File: src/rtl/alu_sequencer.sv
// Valid/ready ALU front-end: single-cycle add/sub/mul, iterative signed restoring
// divider for div/mod, registered result held until the consumer accepts it.
module alu_sequencer #(
   parameter int WIDTH     = 16,
   parameter int OUT_WIDTH = 32
) (
   input  logic                 clk,
   input  logic                 rst_n,
   input  logic                 req_valid,
   output logic                 req_ready,
   input  logic [3:0]           op_code,
   input  logic [WIDTH-1:0]     input1,
   input  logic [WIDTH-1:0]     input2,
   output logic                 rsp_valid,
   input  logic                 rsp_ready,
   output logic [OUT_WIDTH-1:0] output1,
   output logic [1:0]           err_code,
   output logic                 busy
);

   typedef enum logic [2:0] {
      S_IDLE,
      S_EXEC,
      S_DIV,
      S_FIX,
      S_DONE
   } state_t;

   localparam logic [3:0] OP_ADD = 4'd0;
   localparam logic [3:0] OP_SUB = 4'd1;
   localparam logic [3:0] OP_MUL = 4'd2;
   localparam logic [3:0] OP_DIV = 4'd3;
   localparam logic [3:0] OP_MOD = 4'd4;

   localparam logic [1:0] ERR_OK   = 2'b00;
   localparam logic [1:0] ERR_OVF  = 2'b01;
   localparam logic [1:0] ERR_DIV0 = 2'b10;
   localparam logic [1:0] ERR_OP   = 2'b11;

   localparam int               CNT_W   = $clog2(WIDTH);
   localparam logic [CNT_W-1:0] CNT_MAX = CNT_W'(WIDTH - 1);

   state_t                       state_q, state_d;
   logic [3:0]                   op_q, op_d;
   logic signed [WIDTH-1:0]      a_q, a_d;
   logic signed [WIDTH-1:0]      b_q, b_d;
   logic [WIDTH-1:0]             quo_q, quo_d;
   logic [WIDTH:0]               rem_q, rem_d;
   logic [WIDTH:0]               dvs_q, dvs_d;
   logic [CNT_W-1:0]             cnt_q, cnt_d;
   logic [OUT_WIDTH-1:0]         out_q, out_d;
   logic [1:0]                   err_q, err_d;
   logic                         rsp_valid_q, rsp_valid_d;

   logic signed [OUT_WIDTH-1:0]  a_ext, b_ext;
   logic signed [OUT_WIDTH-1:0]  add_res, sub_res, mul_res;
   logic signed [OUT_WIDTH-1:0]  quo_mag, rem_mag, quo_res, rem_res;
   logic [WIDTH:0]               rem_sh;
   logic                         add_ovf, sub_ovf;

   // True when a sign-extended result does not fit in a signed WIDTH-bit value.
   function automatic logic out_of_range(input logic [OUT_WIDTH-1:0] v);
      logic [OUT_WIDTH-WIDTH:0] hi;
      hi = v[OUT_WIDTH-1:WIDTH-1];
      return !((&hi) || !(|hi));
   endfunction

   always_comb begin
      a_ext   = OUT_WIDTH'(a_q);
      b_ext   = OUT_WIDTH'(b_q);
      add_res = a_ext + b_ext;
      sub_res = a_ext - b_ext;
      mul_res = a_ext * b_ext;
      add_ovf = out_of_range(add_res);
      sub_ovf = out_of_range(sub_res);
      // Magnitudes are zero-extended so that 2^(WIDTH-1) stays positive.
      quo_mag = OUT_WIDTH'(quo_q);
      rem_mag = OUT_WIDTH'(rem_q);
      quo_res = (a_q[WIDTH-1] ^ b_q[WIDTH-1]) ? -quo_mag : quo_mag;
      rem_res = a_q[WIDTH-1] ? -rem_mag : rem_mag;
      rem_sh  = {rem_q[WIDTH-1:0], quo_q[WIDTH-1]};
   end

   // NOTE: every variable gets its default first so no path through the case
   // leaves one unassigned, which would otherwise infer a latch.
   always_comb begin
      state_d     = state_q;
      op_d        = op_q;
      a_d         = a_q;
      b_d         = b_q;
      quo_d       = quo_q;
      rem_d       = rem_q;
      dvs_d       = dvs_q;
      cnt_d       = cnt_q;
      out_d       = out_q;
      err_d       = err_q;
      rsp_valid_d = 1'b0;

      unique case (state_q)
         S_IDLE: begin
            if (req_valid) begin
               op_d = op_code;
               a_d  = input1;
               b_d  = input2;
               if (op_code == OP_DIV || op_code == OP_MOD) begin
                  if (input2 == '0) begin
                     out_d   = '0;
                     err_d   = ERR_DIV0;
                     state_d = S_DONE;
                  end else begin
                     quo_d   = input1[WIDTH-1] ? -input1 : input1;
                     dvs_d   = {1'b0, (input2[WIDTH-1] ? -input2 : input2)};
                     rem_d   = '0;
                     cnt_d   = CNT_MAX;
                     state_d = S_DIV;
                  end
               end else begin
                  state_d = S_EXEC;
               end
            end
         end

         S_EXEC: begin
            case (op_q)
               OP_ADD: begin
                  out_d = add_res;
                  err_d = add_ovf ? ERR_OVF : ERR_OK;
               end
               OP_SUB: begin
                  out_d = sub_res;
                  err_d = sub_ovf ? ERR_OVF : ERR_OK;
               end
               OP_MUL: begin
                  out_d = mul_res;
                  err_d = ERR_OK;
               end
               default: begin
                  out_d = '0;
                  err_d = ERR_OP;
               end
            endcase
            state_d = S_DONE;
         end

         S_DIV: begin
            // One restoring step: bring down the next dividend bit, subtract if it fits.
            if (rem_sh >= dvs_q) begin
               rem_d = rem_sh - dvs_q;
               quo_d = {quo_q[WIDTH-2:0], 1'b1};
            end else begin
               rem_d = rem_sh;
               quo_d = {quo_q[WIDTH-2:0], 1'b0};
            end
            if (cnt_q == '0) begin
               state_d = S_FIX;
            end else begin
               cnt_d = cnt_q - CNT_W'(1);
            end
         end

         S_FIX: begin
            out_d   = (op_q == OP_MOD) ? rem_res : quo_res;
            err_d   = ERR_OK;
            state_d = S_DONE;
         end

         S_DONE: begin
            // rsp_valid is the registered image of DONE, so it rises one edge after entry.
            if (rsp_valid_q && rsp_ready) begin
               state_d = S_IDLE;
            end else begin
               rsp_valid_d = 1'b1;
            end
         end

         default: state_d = S_IDLE;
      endcase
   end

   // NOTE: state is updated with non-blocking assignments so every flop samples
   // the pre-edge values; the divider datapath is ordinary registers, so it is
   // cleared by reset like the rest of the state.
   always_ff @(posedge clk or negedge rst_n) begin
      if (!rst_n) begin
         state_q     <= S_IDLE;
         op_q        <= '0;
         a_q         <= '0;
         b_q         <= '0;
         quo_q       <= '0;
         rem_q       <= '0;
         dvs_q       <= '0;
         cnt_q       <= '0;
         out_q       <= '0;
         err_q       <= ERR_OK;
         rsp_valid_q <= 1'b0;
      end else begin
         state_q     <= state_d;
         op_q        <= op_d;
         a_q         <= a_d;
         b_q         <= b_d;
         quo_q       <= quo_d;
         rem_q       <= rem_d;
         dvs_q       <= dvs_d;
         cnt_q       <= cnt_d;
         out_q       <= out_d;
         err_q       <= err_d;
         rsp_valid_q <= rsp_valid_d;
      end
   end

   assign req_ready = (state_q == S_IDLE);
   assign busy      = (state_q != S_IDLE);
   assign rsp_valid = rsp_valid_q;
   assign output1   = out_q;
   assign err_code  = err_q;

endmodule
File: config.mk
export PLATFORM = sky130hd
export DESIGN_NAME = alu_sequencer
export DESIGN_NICKNAME = d
export VERILOG_FILES = /design/src/rtl/alu_sequencer.sv
export SDC_FILE = /design/constraint.sdc
export NUM_CORES = 1
export LEC_CHECK = 0
export BUFFER_PORTS_ARGS = -buffer_cell sky130_fd_sc_hd__buf_2
export CAP_MARGIN = 0
export CORE_MARGIN = 3
export CORE_UTILIZATION = 36
export CTS_CLUSTER_SIZE = 25
export DETAILED_ROUTE_END_ITERATION = 8
export PLACE_DENSITY_LB_ADDON = 0.25
export SYNTH_ARGS = -nofsm -noshare
export SYNTH_HDL_FRONTEND = slang
export SYNTH_SLANG_ARGS = --single-unit
File: constraint.sdc
create_clock -name clk -period 7.7 [get_ports clk]
set_input_delay 0.77 -clock clk [delete_from_list [all_inputs] [get_ports clk]]
set_output_delay 0.77 -clock clk [all_outputs]
set_load 0.01 [all_outputs]
# --- Word level (Yosys, flattened, before mapping) ---
# Index checks and enable logic that the tools add are counted.
# W data, S select, Z words.
totals:
  regBits: 127
  latch_bits: 0
  mem_bits_rw: 0
  romBits: 0
  input_bits: 40
  output_inout_bits: 37
  mem_count: 0
op_classes:
  n_addsub: 8
  n_mul: 1
  div_mod_pow: 0
  magnitude_cmp: 1
  n_eq_ne: 16
  shift: 0
  n_mux: 40
  bitwise_logic: 2
  n_reduce_logical: 24
op_table:
  columns: ["cell", "n"]
  rows:
  - ["$mux W32", 6]
  - ["$pmux W32 S3", 2]
  - ["$mux W16", 5]
  - ["$mux W17", 4]
  - ["$pmux W17 S2", 1]
  - ["$reduce_and A17 Y1", 2]
  - ["$reduce_or A17 Y1", 2]
  - ["$mul A16 B16 Y32", 1]
  - ["$neg A16 Y16", 2]
  - ["$neg A16 Y32", 1]
  - ["$neg A17 Y32", 1]
  - ["$pmux W16 S2", 1]
  - ["$add A16 B16 Y17", 1]
  - ["$ge A17 B16 Y1", 1]
  - ["$sub A16 B16 Y17", 1]
  - ["$sub A17 B16 Y17", 1]
  - ["$logic_not A16 Y1", 1]
  - ["$mux W4", 4]
  - ["$mux W3", 5]
  - ["$pmux W2 S3", 2]
  - ["$pmux W3 S4", 1]
  - ["$reduce_and A4 Y1", 3]
  - ["$ne A2 B2 Y1 const B", 5]
  - ["$eq A4 B2 Y1 const B", 2]
  - ["other kinds (23)", 37]

# --- Logic depth before layout (Yosys ltp) ---
# Gate-level depths: netlist of run 1.
depth:
  word_depth: 7
  ltp_mapped: 24

# --- Worst setup path after synthesis of run 1 ---
# No wires, ideal clock.
synth_timing:
  path_type: "reg2reg"
  from: "register a_q[15]"
  to: "register out_q[31] (netlist: output1[31])"
  arrival_ns: 6.581
  t_required_ns: 7.569
  slack_ns: 0.987
  path_stages_with_launch: 23
  n_path_buf: 2
  synth_period_minus_slack_ns: 6.713
  path_cell_list: "dfrtp_1 clkbuf_1 clkbuf_1 nand2_1 inv_1 fa_1 fa_1 fa_1 fa_1 fa_1 inv_1 fa_1 inv_1 ha_1 a21oi_1 o21bai_1 a21o_1 a221o_1 a41oi_1 o21ai_0 nor3b_1 o21a_1 or3_1"
synth_via:
  elab_chain_len: 4
  elab_cells_between_ends: 9
  classes_between: "add/sub (2); mul (1); mux (5); bitwise (1)"
synth_rtl:
  columns: ["item", "line", "rtl"]
  rows:
  - ["start, declared", "45", "logic signed [WIDTH-1:0] a_q, a_d;"]
  - ["start signal, assigned", "187", "a_q <= '0;"]
  - ["start signal, assigned", "199", "a_q <= a_d;"]
  - ["parallel branches: the longest is 3 deep, another holds $mul A16 B16 Y32", null, null]
  - ["$pmux W32 S3 *", "99", "unique case (state_q)"]
  - ["end signal, assigned", "205", "out_q <= out_d;"]
  - ["end, declared", "51", "logic [OUT_WIDTH-1:0] out_q, out_d;"]
# Every way passes the cells marked *.
# A chain may end at the register's enable or synchronous reset.

# --- Worst setup path after layout of run 1 ---
layout_timing:
  from: "register a_q[8]"
  to: "register out_q[31] (netlist: output1[31])"
layout_via:
  elab_chain_len: 3
  elab_cells_between_ends: 5
  classes_between: "add/sub (2); mul (1); mux (2)"
layout_rtl:
  columns: ["item", "line", "rtl"]
  rows:
  - ["$mul A16 B16 Y32, or another cell as far along", "73", "mul_res = a_ext * b_ext;"]
  - ["$pmux W32 S3 *", "124", "case (op_q)"]
  - ["$pmux W32 S3 *", "99", null]
# Mark *: on every way between the ends. The rest lies on a longest branch, timed or not.

==> results.md, run 1 <==
* Routed wire length at 57200 um
* Clock slew at reported path FFs at 70 ps
* Die width at 235 um
* Mapped Avg Cell Area at 8.52 um2
* Final period utilization at 0.943
* DR pass1 iterations at 5
* GRT Resource Usage Total at 0.209
* Area share of the largest cell type after synthesis at 0.282
* Clock tree buffer depth at 2
* Synth Flop Type: dfrtp_1
* Largest net degree at the start of global routing at 73
* Crit. End Element: register
* Post-route DRC violation count at 0
* WL/cell at 19.4 um
* Post-cts sizing count at 0
* Sequential share of the synthesized area at 0.169
* R2R Path Start: a_q[8]
* DIE HEIGHT at 235 um
* I/O Buffers at 76
* EDFF count, synth at 0
* Net count, final at 2687
* Final GP Congestion at 0.970
* Final Hold Viols at 0
* Setup violators final at 0
* Placed Area at 19900 um2
* Reg area at 3180 um2
* Max Cap Violations at 0
* Status: finished, final reports clean
* Class of the worst hold path: input port to asynchronous set/reset pin
* Core Area at 51500 um2
* Synth async-reset ratio at 1.00
* Gr ovfl total at 0
* Most area-hungry cell type in the Yosys netlist: fa_1
* Synth warnings at 0
* Initial Util at 0.365
* Top cells by area, synth: fa_1 28%, dfrtp_1 17%, ha_1 9.1%
* Setup TNS at 0 ps
* Slew headroom at 0.249
* Mapped Nets at 2651
* Required time of the critical path at 8010 ps
* H-tree levels at 4
* Worst skew pair latency at 450 ps
* Finished Cell Area at 20500 um2
* Share of layout cells above drive strength 1 at 0.0655
* Crit path time final at 7260 ps
* I/O pin total at 77
* Setup Buffers After CTS at 0
* CTS tree: done
* Row count at 83
* Unrepaired setup endpoints after global routing: false
* Critical path class: register to register
* Hold_buf cts at 0
* Mapped cell area at 18800 um2
* CP Data Arrival Time at 7580 ps
* Remaining antenna violation count at 0
* Area grow syn2layout at 9.18%
* Number of global-route vias before repair at 15841
* Clock Skews at 13.3 ps
* Global-route wire length before repair at 90800 um
* Max FO, Critical Path at 18
* Most frequent cells in the layout: 376 x inv_1, 303 x nand2_1, 265 x fa_1
* Num CTS Buffers at 17
* Gate Count Post-Synth at 2209
* Vias per inst at 5.27
* Initial antenna violation count at 0
* Fmax at 138 MHz
* Reg2reg setup slack at 440 ps
* R2R cell count at 21
* Die ar. at 55100 um2
* Area of the multi-input gates at 13900 um2
* CTS Sinks at 127
* Vias at 15490
* DP Wirelength at 46200 um
* Commonest non-fill, non-tap cell in the layout: inv_1
* R2r endpoint: output1[31]
* Synth unique cells at 73
* Root buf cell: clkbuf_16
* Worst slew pin tran at 1130 ps
* Setup crit start kind: register
* Filler cells at 5306
* Max-slew violation count at 0
* Register bit count reported by yosys at 127
* DR iter-0 viols at 987
-- state kept, by name, summed over array words and instances, names as in the netlist --
register and cells:
state_q 3, a_q 16, cnt_q 4, quo_q 16, output1 32, rem_q 17, rsp_valid 1, dvs_q 16
err_code 2, b_q 16, op_q 4
-- through the flow --
stage / setup WS (ps) / utilization / hold WS, ps / std cells
floorplan: 987 / - / 450 / 2209
global placement: 727 / 0.387 / 468 / 2906
detailed placement: 559 / 0.387 / 469 / 2906
CTS: 521 / 0.399 / 305 / 2938
global route: 129 / 0.399 / 316 / 2938
finish: 440 / 0.399 / 286 / 2939
-- final cells by class --
class                   count  share of cell area
flip-flops and latches    127               0.155
multi-input cells        1619               0.677
well taps                 680              0.0414
clock inverters            12             0.00779
diodes                      1            0.000122
repair buffers            103              0.0287
inverters                 377              0.0689
clock buffers              20              0.0217
-- synthesized netlist by cell type (all sizes together) (16+ instances only) --
cell,count
a21o,22
a21oi,105
and2,110
clkbuf,80
dfrtp,127
fa,265
ha,137
inv,376
mux2i,16
nand2,303
nand2b,21
nand3,17
nor2,122
nor3,25
o21ai,146
o31ai,17
xnor2,73
xor2,42
-- worst max-delay path: stages, from the launching register on --
cell and delay [ps]:
dfrtp_1 830, ha_1 290, inv_1 110, fa_1 510, inv_1 60, fa_1 490, fa_1 590, fa_1 440
fa_1 490, inv_1 50, fa_1 470, inv_1 40, ha_1 340, a211oi_1 270, nand2_1 120, a221o_1 330
a41o_1 310, a41oi_1 440, o21ai_0 260, nor3b_1 200, o21a_1 180, or3_1 310
-- cell families after synthesis --
logic type / after synthesis / synth area share
DFF: 127 / 0.169
buffers and inverters: 463 / 0.0929
muxes: 16 / 0.00851
and+or+nand+nor: 670 / 0.166
xor gates and xnor gates: 115 / 0.0535
AOI/OAI and AO/OA: 416 / 0.138
adders and majority gates: 402 / 0.373
-- per-layer routing --
layer | part of all wire | wire length [um] | GRT usage | vias to the layer above
met2 | 0.45 | 25600 | 0.318 | 473
met1 | 0.46 | 26000 | 0.297 | 7749
li1 | - | - | - | 7173
met5 | 0 | 0 | 0 | -
met3 | 0.060 | 3410 | 0.0354 | 95
met4 | 0.037 | 2120 | 0.0788 | 0
-- worst max path at each step --
stage	from	end	depth (start not counted)
floorplan	a_q[15]	output1[31]	22
global placement	b_q[9]	output1[31]	21
detailed placement	a_q[8]	output1[31]	21
CTS	a_q[8]	output1[31]	21
global route	b_q[9]	output1[31]	21
finish	a_q[8]	output1[31]	21
Power of run 1 is not shown: default switching activity piles up to over one toggle a cycle in this logic, so the estimate is an artifact.
==> run 2: changes to the inputs <==
CORE_UTILIZATION = 60   (was 36)
RECOVER_POWER = 50   (was unset)
==> results.md, run 2 (synthesized netlist as in run 1, its figures left out) <==
* R2r endpoint: output1[31] (unchanged)
* Slew headroom at -1.32 (was 0.249)
* Clock Skews at 13.0 ps (was 13.3 ps)
* Clock slew at reported path FFs at 60 ps (was 70 ps)
* Die width at 183 um (was 235 um)
* CP startpoint: a_q[8] (unchanged)
* Remaining antenna violation count at 0 (unchanged)
* Most frequent cells in the layout: 376 x inv_1, 303 x nand2_1, 265 x fa_1 (unchanged)
* Core Area at 30700 um2 (was 51500 um2)
* Crit. End Element: register (unchanged)
* Reg2reg setup slack at 510 ps (was 440 ps)
* Fmax at 139 MHz (was 138 MHz)
* Setup violators final at 0 (unchanged)
* Vias at 16032 (was 15490)
* Net count, final at 2679 (was 2687)
* Post-route DRC violation count at 0 (unchanged)
* Max-slew violation count at 130 (was 0)
* Largest net degree at the start of global routing at 70 (was 73)
* Number of global-route vias before repair at 16106 (was 15841)
* Setup crit start kind: register (unchanged)
* Commonest non-fill, non-tap cell in the layout: inv_1 (unchanged)
* Initial Util at 0.612 (was 0.365)
* Worst setup path end: output1[31] (unchanged)
* Filler cells at 2626 (was 5306)
* GRT Resource Usage Total at 0.332 (was 0.209)
* H-tree levels at 4 (unchanged)
* Setup Buffers After CTS at 0 (unchanged)
* Gr ovfl total at 0 (unchanged)
* DR iter-0 viols at 1421 (was 987)
* Post-cts sizing count at 0 (unchanged)
* Routed wire length at 54000 um (was 57200 um)
* Share of layout cells above drive strength 1 at 0.0462 (was 0.0655)
* Vias per inst at 6.06 (was 5.27)
* Worst skew pair latency at 440 ps (was 450 ps)
* Area grow syn2layout at 6.79% (was 9.18%)
* Root buf cell: clkbuf_16 (unchanged)
* Initial antenna violation count at 0 (unchanged)
* DIE HEIGHT at 183 um (was 235 um)
* Num CTS Buffers at 17 (unchanged)
* CTS Sinks at 127 (unchanged)
* Hold_buf cts at 0 (unchanged)
* Final Hold Viols at 0 (unchanged)
* Die ar. at 33500 um2 (was 55100 um2)
* R2R Path Start: a_q[8] (unchanged)
* Max FFs per register at 32 (unchanged)
* Status: finished with violations (was finished, final reports clean)
* Max Cap Violations at 2 (was 0)
* Unrepaired setup endpoints after global routing: false (unchanged)
* Diode count at 0 (was 1)
* Class of the worst hold path: register to register (was input port to asynchronous set/reset pin)
* Crit path time final at 7190 ps (was 7260 ps)
* Row count at 64 (was 83)
* Critical path class: register to register (unchanged)
* DP Wirelength at 42700 um (was 46200 um)
* I/O pin total at 77 (unchanged)
* Setup TNS at 0 ps (unchanged)
* CTS tree: done (unchanged)
* Final period utilization at 0.934 (was 0.943)
* Global-route wire length before repair at 86600 um (was 90800 um)
* Failing checks: max-capacitance violations, max-slew violations
* Clock tree buffer depth at 2 (unchanged)
* CP Data Arrival Time at 7500 ps (was 7580 ps)
* I/O Buffers at 76 (unchanged)
* R2R cell count at 21 (unchanged)
* Final GP Congestion at 0.986 (was 0.970)
* DR pass1 iterations at 6 (was 5)
* Required time of the critical path at 8010 ps (about the same)
* Worst slew pin tran at 3470 ps (was 1130 ps)
* WL/cell at 20.4 um (was 19.4 um)
* Max FO, Critical Path at 18 (unchanged)
==> run 2: cell types whose count changed in the layout (fill, tap and decap cells not counted), moves of 2 or more <==
| cell | previous run | this run |
|---|---|---|
| buf_2 | 75 | 40 |
| clkbuf_1 | 2 | 37 |
| buf_4 | 27 | 18 |
| clkinv_4 | 5 | 2 |
| clkinvlp_4 | 1 | 4 |
| clkinv_2 | 2 | 0 |
==> run 2: area by class of cell <==
type                    count  area, um2  share of cell area
multi-input cells        1619      13900               0.692
flip-flops and latches    127       3180               0.158
inverters                 377       1420              0.0704
well taps                 396        495              0.0247
repair buffers             95        475              0.0237
clock buffers              19        443              0.0220
clock inverters            12        185             0.00921
==> run 2: how the worst min path moves through the flow <==
stage / from / end / slack [ps] / depth (start not counted)
2_1_floorplan: dvs_q[14] / dvs_q[14] / 450 / 2
3_3_place_gp: dvs_q[14] / dvs_q[14] / 460 / 2
3_5_place_dp: dvs_q[1] / dvs_q[1] / 480 / 2
4_1_cts: rst_n / dvs_q[5] / 450 / 1
5_1_grt: dvs_q[1] / dvs_q[1] / 510 / 2
6_report: dvs_q[1] / dvs_q[1] / 500 / 2
==> run 2: layer usage <==
| layer | routed length (um) | share of wire | vias to the layer above | GRT usage |
|---|---|---|---|---|
| met5 | 0 | 0 | - | 0 |
| met4 | 2090 | 0.039 | 0 | 0.107 |
| met3 | 5300 | 0.098 | 144 | 0.0787 |
| met2 | 25200 | 0.47 | 807 | 0.522 |
| met1 | 21500 | 0.40 | 7962 | 0.459 |
| li1 | - | - | 7119 | - |
==> run 2: metrics by stage <==
step,hold WS (ps),setup slack [ps],area [um2],util,instances
floorplan,450,987,18800,-,2209
global placement,464,729,19500,0.635,2614
detailed placement,480,630,19500,0.635,2614
CTS,454,603,20100,0.655,2645
global route,512,290,20100,0.654,2645
finish,498,511,20100,0.654,2645
==> run 2: worst max-delay path, stage by stage, from the launching register on <==
cell and delay (ps):
dfrtp_1 910, ha_1 310, inv_1 110, fa_1 510, inv_1 70, fa_1 480
fa_1 580, fa_1 440, fa_1 490, inv_1 50, fa_1 480, inv_1 50
ha_1 340, a211oi_1 260, nand2_1 100, a221o_1 320, a41o_1 290, a41oi_1 350
o21ai_0 230, nor3b_1 190, o21a_1 180, or3_1 310
Power of run 2 is left out for the same reason.
